File: src/rtl/arb_mux_pkg.sv
// Shared constants for the arb_mux_n source multiplexer: mode encodings and
// default geometry.
package arb_mux_pkg;
   localparam logic MODE_FIXED = 1'b0;
   localparam logic MODE_RR    = 1'b1;
   localparam int   DEF_N      = 32;
   localparam int   DEF_SRCS   = 4;
endpackage

File: src/rtl/arb_mux_n_rr_pick.sv
// Rotating-priority search: first set bit of req at or after ptr, wrapping
// from SRCS-1 back to 0. Purely combinational.
module rr_pick #(
   parameter int SRCS  = 4,
   parameter int SEL_W = $clog2(SRCS)
) (
   input  logic [SRCS-1:0]  req,
   input  logic [SEL_W-1:0] ptr,
   output logic             gnt_valid,
   output logic [SEL_W-1:0] gnt_id
);

   int idx;

   // Walk from the farthest candidate back towards ptr so the closest hit wins.
   always_comb begin
      gnt_valid = 1'b0;
      gnt_id    = '0;
      idx       = 0;
      for (int k = SRCS - 1; k >= 0; k--) begin
         idx = int'(ptr) + k;
         if (idx >= SRCS) begin
            idx = idx - SRCS;
         end
         if (req[idx]) begin
            gnt_valid = 1'b1;
            gnt_id    = SEL_W'(idx);
         end
      end
   end

endmodule

File: src/rtl/arb_mux_n.sv
// N-source registered multiplexer with fixed-select or round-robin arbitration.
// Define ARB_MUX_LOCK_EN to hold a grant on one source until its src_last beat.
module arb_mux_n
   import arb_mux_pkg::*;
#(
   parameter  int N     = DEF_N,
   parameter  int SRCS  = DEF_SRCS,
   localparam int SEL_W = $clog2(SRCS)
) (
   input  logic                clk,
   input  logic                rst_n,
   input  logic [SRCS*N-1:0]   src_data,
   input  logic [SRCS-1:0]     src_valid,
   output logic [SRCS-1:0]     src_ready,
   input  logic [SRCS-1:0]     src_last,
   input  logic                mode,
   input  logic [SEL_W-1:0]    sel,
   output logic [N-1:0]        z,
   output logic                z_valid,
   input  logic                z_ready,
   output logic [SEL_W-1:0]    grant_id
);

   logic [N-1:0]     src_word [SRCS];
   logic [N-1:0]     z_reg;
   logic             z_valid_reg;
   logic [SEL_W-1:0] grant_reg;
   logic [SEL_W-1:0] ptr_reg;
   logic [SEL_W-1:0] ptr_next;

   logic             load;
   logic             accept;
   logic [SRCS-1:0]  sel_hot;
   logic             fix_valid;
   logic             rr_valid;
   logic [SEL_W-1:0] rr_id;
   logic             win_valid;
   logic [SEL_W-1:0] win_id;

`ifdef ARB_MUX_LOCK_EN
   logic             lock_reg;
   logic [SEL_W-1:0] locked_id_reg;
`else
   logic             unused_last;
   assign unused_last = ^src_last;
`endif

   for (genvar gi = 0; gi < SRCS; gi++) begin : g_unpack
      assign src_word[gi]  = src_data[gi*N +: N];
      assign src_ready[gi] = rst_n && accept && (win_id == SEL_W'(gi));
   end

   assign load = !z_valid_reg || z_ready;

   // A sel beyond the last source shifts the bit out, leaving nothing eligible.
   assign sel_hot   = SRCS'(1) << sel;
   assign fix_valid = |(src_valid & sel_hot);

   rr_pick #(
      .SRCS  (SRCS),
      .SEL_W (SEL_W)
   ) u_rr_pick (
      .req       (src_valid),
      .ptr       (ptr_reg),
      .gnt_valid (rr_valid),
      .gnt_id    (rr_id)
   );

   always_comb begin
      win_valid = (mode == MODE_RR) ? rr_valid : fix_valid;
      win_id    = (mode == MODE_RR) ? rr_id    : sel;
`ifdef ARB_MUX_LOCK_EN
      if (lock_reg) begin
         win_valid = src_valid[locked_id_reg];
         win_id    = locked_id_reg;
      end
`endif
   end

   assign accept = load && win_valid;

   always_comb begin
      ptr_next = ptr_reg;
      if (accept && (mode == MODE_RR)) begin
         ptr_next = (win_id == SEL_W'(SRCS - 1)) ? '0 : win_id + SEL_W'(1);
      end
   end

   always_ff @(posedge clk or negedge rst_n) begin
      if (!rst_n) begin
         z_reg       <= '0;
         z_valid_reg <= 1'b0;
         grant_reg   <= '0;
         ptr_reg     <= '0;
      end else begin
         ptr_reg <= ptr_next;
         if (load) begin
            if (win_valid) begin
               z_reg       <= src_word[win_id];
               z_valid_reg <= 1'b1;
               grant_reg   <= win_id;
            end else begin
               z_valid_reg <= 1'b0;
            end
         end
      end
   end

`ifdef ARB_MUX_LOCK_EN
   // The lock follows whichever source just delivered a non-final beat.
   always_ff @(posedge clk or negedge rst_n) begin
      if (!rst_n) begin
         lock_reg      <= 1'b0;
         locked_id_reg <= '0;
      end else if (accept) begin
         lock_reg      <= !src_last[win_id];
         locked_id_reg <= win_id;
      end
   end
`endif

   assign z        = z_reg;
   assign z_valid  = z_valid_reg;
   assign grant_id = grant_reg;

endmodule

File: config.mk
export PLATFORM = sky130hd
export DESIGN_NAME = arb_mux_n
export DESIGN_NICKNAME = d
export VERILOG_FILES = /design/src/rtl/arb_mux_pkg.sv /design/src/rtl/arb_mux_n_rr_pick.sv /design/src/rtl/arb_mux_n.sv
export SDC_FILE = /design/constraint.sdc
export NUM_CORES = 1
export LEC_CHECK = 0
export ABC_AREA = 1
export CORE_ASPECT_RATIO = 0.75
export CORE_UTILIZATION = 40
export CTS_BUF_LIST = sky130_fd_sc_hd__clkbuf_16
export DETAILED_ROUTE_END_ITERATION = 10
export DONT_BUFFER_PORTS = 1
export MAX_ROUTING_LAYER = met4
export PLACE_DENSITY_LB_ADDON = 0.12
export SYNTH_ARGS = -nofsm -noshare
export SYNTH_HDL_FRONTEND = slang
export SYNTH_SLANG_ARGS = --single-unit
File: constraint.sdc
create_clock -name clk -period 5.3 [get_ports clk]
set_input_delay 1.59 -clock clk [delete_from_list [all_inputs] [get_ports clk]]
set_output_delay 1.59 -clock clk [all_outputs]
set_load 0.05 [all_outputs]
==> results of run 1 <==
## power breakdown
group,total [mW],switching (mW),internal [mW]
combinational,0.865,0.579,0.286
clock,0.272,0.102,0.170
sequential,1.00,0.587,0.415
total,2.14,1.27,0.871
## layout by cell type (no fill, tap or decap), types with 5 or more instances in the layout
master and n:
sky130_fd_sc_hd__o21ai_0 5, sky130_fd_sc_hd__dfrtp_1 37, sky130_fd_sc_hd__inv_1 98, sky130_fd_sc_hd__clkbuf_16 5, sky130_fd_sc_hd__a21oi_1 7, sky130_fd_sc_hd__nor2_1 14, sky130_fd_sc_hd__or2_2 6, sky130_fd_sc_hd__buf_4 11
sky130_fd_sc_hd__o211ai_1 17, sky130_fd_sc_hd__nand3_1 87, sky130_fd_sc_hd__nand2_1 191
## metrics by stage
| stage | hold slack, ns | total power, mW | cells | util |
|---|---|---|---|---|
| 2_1_floorplan | 0.577 | 1.73 | 502 | - |
| 3_3_place_gp | 0.733 | 1.87 | 584 | 0.432 |
| 3_5_place_dp | 0.738 | 1.88 | 584 | 0.432 |
| 4_1_cts | 0.750 | 2.16 | 592 | 0.452 |
| 5_1_grt | 0.817 | 2.33 | 592 | 0.452 |
| 6_report | 0.762 | 2.14 | 592 | 0.452 |
## per-layer routing
| layer | GRT usage | share of wire |
|---|---|---|
| met5 | - | 0 |
| met4 | 0.0304 | 0.0030 |
| met3 | 0.0477 | 0.065 |
| met2 | 0.339 | 0.46 |
| met1 | 0.281 | 0.47 |
## worst min-delay path: stages (launching register included)
cell                      delay [ns]
sky130_fd_sc_hd__dfrtp_1        0.43
sky130_fd_sc_hd__inv_1          0.16
sky130_fd_sc_hd__o21ai_0        0.11
## cell families (layout without fill, tap and decap cells)
| kind of cell | count (synthesis) | after routing |
|---|---|---|
| xor+xnor | 1 | 1 |
| compound gates | 32 | 32 |
| buf+inv | 127 | 119 |
| flops | 37 | 37 |
| simple gates | 305 | 305 |
## worst max-delay path by stage
stage | end | from | depth (start not counted) | slack, ns
floorplan | src_ready[1] | src_valid[3] | 13 | 0.09
global placement | src_ready[3] | src_valid[3] | 14 | 0.56
detailed placement | src_ready[3] | src_valid[3] | 14 | 0.55
CTS | src_ready[3] | src_valid[3] | 14 | 0.55
global route | src_ready[3] | src_valid[3] | 14 | 0.30
finish | src_ready[3] | src_valid[3] | 14 | 0.52
## final cells by class
cell class,instances,area share
clock buffer,5,0.0398
clock inverter,3,0.00398
inverter,100,0.119
multi-input combinational,338,0.477
sequential,37,0.294
tap,98,0.0390
timing repair buffer,11,0.0263
==> flow_metrics.env, run 1 <==
export IMPL_run_status="completed"
export IMPL_path_clk_slew_ns=0.05
export IMPL_asyncSetResetFlopFracSynth=1.00
export IMPL_postCtsSetupBuffers=0
export IMPL_n_fill_cell=771
export IMPL_die_w_um=101
export IMPL_grt_antenna_before_repair=0
export IMPL_post_cts_hold_buffer_count=0
export IMPL_critical_path_buf_inv_count=3
export IMPL_placed_cell_area_um2=3010
export IMPL_hold_depth=2
export IMPL_synth_compound_gate_area_share=0.0703
export IMPL_grt_overflow_total=0
export IMPL_detail_route_iter0_violations=113
export IMPL_worst_slew_pin_slew_ns=0.994
export IMPL_initial_core_util=0.424
export IMPL_critical_path_reg2reg_endpoint="z[28]$_DFFE_PN0N_"
export IMPL_final_hold_viol_count=0
export IMPL_grt_util_all_layers=0.213
export IMPL_post_synth_and_or_nand_nor_area_fraction=0.434
export IMPL_pin_count_of_the_biggest_net_entering_global_routing=55
export IMPL_max_clock_freq_mhz=209
export IMPL_cts_tree="yes"
export IMPL_critical_path_capture_point_type="primary output"
export IMPL_p_leak_nw=1.87
export IMPL_post_route_period_util=0.902
export IMPL_post_route_min_period_ns=4.78
export IMPL_count_of_yosys_warnings_during_synthesis=0
export IMPL_detail_routed_net_length_per_standard_cell_um=13.0
export IMPL_synthTopCellsByCount="191 x sky130_fd_sc_hd__nand2_1, 98 x sky130_fd_sc_hd__inv_1, 87 x sky130_fd_sc_hd__nand3_1"
export IMPL_worst_ep_arrival_time_ns=3.19
export IMPL_type_of_the_most_critical_hold_path="reg -> reg"
export IMPL_synth_largest_type_area_fraction=0.313
export IMPL_n_antenna_cell=0
export IMPL_reg2reg_slack_ns=2.49
export IMPL_ios=181
export IMPL_post_synth_top_area_cell="sky130_fd_sc_hd__dfrtp_1"
export IMPL_syn_std_cell_area_um2=2950
export IMPL_ys_top_cells_by_area="sky130_fd_sc_hd__dfrtp_1 31%, sky130_fd_sc_hd__nand2_1 24%, sky130_fd_sc_hd__nand3_1 15%"
export IMPL_synth_fp_nets=644
export IMPL_number_of_cell_rows=26
export IMPL_timing_max_cap_violations=0
export IMPL_cts_max_path_buffers=2
export IMPL_final_replace_weighted_congestion=0.825
export IMPL_cts_resized=0
export IMPL_grt_pass1_vias=2684
export IMPL_synthToLayoutAreaGrowth_pct=6.44
export IMPL_synth_xor_area_share=0.00296
export IMPL_layout_area_seq_um2=926
export IMPL_timing_critical_path_fanout_max=21
export IMPL_worstSkewPairLatency_ns=0.27
export IMPL_route_detailed_vias_per_inst=4.93
export IMPL_hold_end="ptr_reg[1]$_DFFE_PN0P_"
export IMPL_cts_buffers=5
export IMPL_drive_above_1_share=0.0628
export IMPL_dieArea_um2=7740
export IMPL_vias=2920
export IMPL_timing_rr_start="ptr_reg[0]$_DFFE_PN0P_"
export IMPL_synthFlopType="sky130_fd_sc_hd__dfrtp_1"
export IMPL_finClkSkew_ns=0.00171
export IMPL_grt_pass1_wl_um=12700
export IMPL_largest_family_of_logic_cells_by_synthesized_area="simple AND/OR/NAND/NOR gates"
export IMPL_final_setup_viol_count=0
export IMPL_fin_tns_setup_ns=0
export IMPL_share_of_cell_area_taken_by_muxes_after_synthesis=0
export IMPL_cell_by_cell_trace_of_the_critical_path="inv_1, nand2_1, nand3_1, nand2_1, nor2_1, nand2_1, nand2_1, nand2_1, nand2_2, nand2_2, inv_2, nand2_1, nor2_1, buf_4"
export IMPL_adder_cell_area_share_of_the_yosys_netlist=0
export IMPL_routed_wl_um=7690
export IMPL_timing_max_slew_rel_slack=0.337
export IMPL_timing_max_transition_violations_final=0
export IMPL_number_of_enable_flip_flop_cells_after_synthesis=0
export IMPL_synth_seq_area_share=0.313
export IMPL_finished_cell_area_um2=3140
export IMPL_nNetsFinal=635
export IMPL_rsz0062_at_grt="false"
export IMPL_ant_nets=0
export IMPL_critical_path_top_delay_family="simple AND/OR/NAND/NOR gates"
export IMPL_chipHeight_um=76.4
export IMPL_pre_cts_slack_ns=0.553
export IMPL_vdd_ir_drop_worst_uv=219
export IMPL_buffer_ports_inserted=0
export IMPL_worst_path_max_delay_cell="sky130_fd_sc_hd__nand2_2"
export IMPL_cpMostUsedCell="sky130_fd_sc_hd__nand2_1"
export IMPL_worst_r2r_cell_count=12
export IMPL_synthMostInstantiatedCell="sky130_fd_sc_hd__nand2_1"
export IMPL_number_of_flip_flops_and_latches_in_the_synthesized_netlist=37
export IMPL_largest_reg_flops=32
export IMPL_htreeDepth=2
export IMPL_power_density_nw_per_um2=680
export IMPL_clockRootBuffer="sky130_fd_sc_hd__clkbuf_16"
export IMPL_worstPathRequired_ns=3.71
export IMPL_worstSetupPathType="in -> out"
export IMPL_fin_ws_ns=0.517
export IMPL_critPathMaxStageDelay_ns=0.29
export IMPL_hpwlAfterDp_um=5800
export IMPL_drt_drc_violations_left=0
export IMPL_syn_area_per_cell_um2=5.88
export IMPL_crit_path_start_kind="primary input"
export IMPL_multi_input_comb_area_um2=1500
export IMPL_core_um2=6960
export IMPL_tritoncts_num_sinks=37
export IMPL_post_synth_num_cell_types=22
export IMPL_synthCells=502
export IMPL_drt_pass1_iterations=4
export IMPL_worstHoldStart="ptr_reg[1]$_DFFE_PN0P_"
(Power assumes the default switching activity.)
==> run 2, diff against run 1 <==
--- a/config.mk
+++ b/config.mk
@@ -8,7 +8,7 @@
 export ABC_AREA = 1
 export CORE_ASPECT_RATIO = 0.75
 export CORE_UTILIZATION = 40
-export CTS_BUF_LIST = sky130_fd_sc_hd__clkbuf_16
+export CTS_BUF_LIST = sky130_fd_sc_hd__clkbuf_8
 export DETAILED_ROUTE_END_ITERATION = 10
 export DONT_BUFFER_PORTS = 1
 export MAX_ROUTING_LAYER = met4
==> run 2 against run 1 <==
Effect of this change:
- first-iteration DRC count down 9.7%
- combinational power about the same
- core utilization down 0.52 points
- flip-flop and latch count unchanged
- routed wire length up 0.40%
- highest routed layer unchanged
- non-clock buffer count unchanged
- largest power group unchanged
==> flow_metrics.env, run 2 (synthesized netlist as in run 1, its figures left out) <==
export IMPL_ant_nets=0
export IMPL_clockRootBuffer="sky130_fd_sc_hd__clkbuf_8"
export IMPL_timing_max_slew_rel_slack=0.337
export IMPL_worst_r2r_cell_count=12
export IMPL_final_hold_viol_count=0
export IMPL_drive_above_1_share=0.0668
export IMPL_detail_route_iter0_violations=102
export IMPL_vias=2931
export IMPL_die_w_um=101
export IMPL_grt_overflow_total=0
export IMPL_routed_wl_um=7720
export IMPL_postCtsSetupBuffers=0
export IMPL_met2_usage=0.343
export IMPL_crit_path_start="src_valid[3]"
export IMPL_nNetsFinal=635
export IMPL_crit_path_start_kind="primary input"
export IMPL_hold_end="ptr_reg[1]$_DFFE_PN0P_"
export IMPL_max_clock_freq_mhz=209
export IMPL_worstPathRequired_ns=3.71
export IMPL_timing_rr_start="ptr_reg[0]$_DFFE_PN0P_"
export IMPL_type_of_the_most_critical_hold_path="reg -> reg"
export IMPL_finClkSkew_ns=0.00382
export IMPL_finalHoldWorstSlack_ns=0.763
export IMPL_detail_routed_net_length_per_standard_cell_um=13.0
export IMPL_cts_tree="yes"
export IMPL_layout_area_seq_um2=926
export IMPL_layout_cells_most_common_list="191 x sky130_fd_sc_hd__nand2_1, 98 x sky130_fd_sc_hd__inv_1, 87 x sky130_fd_sc_hd__nand3_1"
export IMPL_grt_antenna_before_repair=0
export IMPL_post_route_period_util=0.903
export IMPL_chipHeight_um=76.4
export IMPL_fin_util=0.446
export IMPL_final_replace_weighted_congestion=0.825
export IMPL_grtUsageMet3=0.0477
export IMPL_cts_resized=0
export IMPL_grt_util_all_layers=0.213
export IMPL_timing_critical_path_fanout_max=21
export IMPL_synthToLayoutAreaGrowth_pct=5.21
export IMPL_core_um2=6960
export IMPL_finished_cell_area_um2=3110
export IMPL_initial_core_util=0.424
export IMPL_reg2reg_slack_ns=2.48
export IMPL_drt_drc_violations_left=0
export IMPL_tritoncts_num_sinks=37
export IMPL_worst_slew_pin_slew_ns=0.994
export IMPL_vdd_ir_drop_worst_uv=219
export IMPL_drt_pass1_iterations=4
export IMPL_route_detailed_vias_per_inst=4.95
export IMPL_ios=181
export IMPL_globalRouteMet1Util=0.279
export IMPL_hpwlAfterDp_um=5800
export IMPL_run_status="completed"
export IMPL_worstSetupPathType="in -> out"
export IMPL_power_density_nw_per_um2=670
export IMPL_post_route_min_period_ns=4.78
export IMPL_hold_depth=2
export IMPL_layout_cells_most_common="sky130_fd_sc_hd__nand2_1"
export IMPL_rsz0062_at_grt="false"
export IMPL_fin_tns_setup_ns=0
export IMPL_critical_path_capture_point_type="primary output"
export IMPL_final_setup_viol_count=0
export IMPL_number_of_cell_rows=26
export IMPL_worstHoldStart="ptr_reg[1]$_DFFE_PN0P_"
export IMPL_htreeDepth=2
export IMPL_path_clk_slew_ns=0.07
export IMPL_pin_count_of_the_biggest_net_entering_global_routing=55
export IMPL_timing_max_cap_violations=0
export IMPL_grt_busiest_layer="met2"
export IMPL_dieArea_um2=7740
export IMPL_cts_buffers=5
export IMPL_n_fill_cell=767
export IMPL_worst_ep_arrival_time_ns=3.19
export IMPL_timing_max_transition_violations_final=0
export IMPL_critical_path_reg2reg_endpoint="z[28]$_DFFE_PN0N_"
export IMPL_worstSkewPairLatency_ns=0.28
export IMPL_p_leak_nw=1.85
export IMPL_placed_cell_area_um2=3010
export IMPL_grt_pass1_wl_um=12800
export IMPL_multi_input_comb_area_um2=1500
export IMPL_report_power_total_mw=2.08
export IMPL_largest_reg_flops=32
export IMPL_buffer_ports_inserted=0
export IMPL_grt_pass1_vias=2695
export IMPL_post_cts_hold_buffer_count=0
export IMPL_n_antenna_cell=0
export IMPL_cts_max_path_buffers=2
## run 2: layout make-up
class | count | area share
timing repair buffer | 11 | 0.0266
inverter | 100 | 0.121
multi-input combinational | 338 | 0.483
sequential | 37 | 0.298
clock inverter | 1 | 0.00161
clock buffer | 7 | 0.0310
tap | 98 | 0.0395
## run 2: worst max path at each step
stage,endpoint,cells after the start
after floorplan,src_ready[1],13
after global placement,src_ready[3],14
after detailed placement,src_ready[3],14
after CTS,src_ready[3],14
after global routing,src_ready[3],14
final,src_ready[3],14
## run 2: worst max-delay path: stages
cell,delay [ns]
sky130_fd_sc_hd__inv_1,0.08
sky130_fd_sc_hd__nand2_1,0.09
sky130_fd_sc_hd__nand3_1,0.15
sky130_fd_sc_hd__nand2_1,0.07
sky130_fd_sc_hd__nor2_1,0.08
sky130_fd_sc_hd__nand2_1,0.06
sky130_fd_sc_hd__nand2_1,0.06
sky130_fd_sc_hd__nand2_1,0.06
sky130_fd_sc_hd__nand2_2,0.29
sky130_fd_sc_hd__nand2_2,0.15
sky130_fd_sc_hd__inv_2,0.09
sky130_fd_sc_hd__nand2_1,0.07
sky130_fd_sc_hd__nor2_1,0.12
sky130_fd_sc_hd__buf_4,0.21
## run 2: power by group
| part | switching (mW) | internal, mW |
|---|---|---|
| sequential | 0.588 | 0.414 |
| clock | 0.0966 | 0.118 |
| combinational | 0.579 | 0.286 |
## run 2: per-layer routing
metal / wire length (um) / vias to the layer above
met5: 0 / -
met4: 17 / 0
met3: 532 / 3
met2: 3570 / 102
met1: 3600 / 1319
li1: - / 1507
## run 2: metrics by stage
| step | setup slack [ns] | cells |
|---|---|---|
| floorplan | 0.0940 | 502 |
| global placement | 0.564 | 584 |
| detailed placement | 0.553 | 584 |
| CTS | 0.546 | 592 |
| global route | 0.298 | 592 |
| finish | 0.516 | 592 |
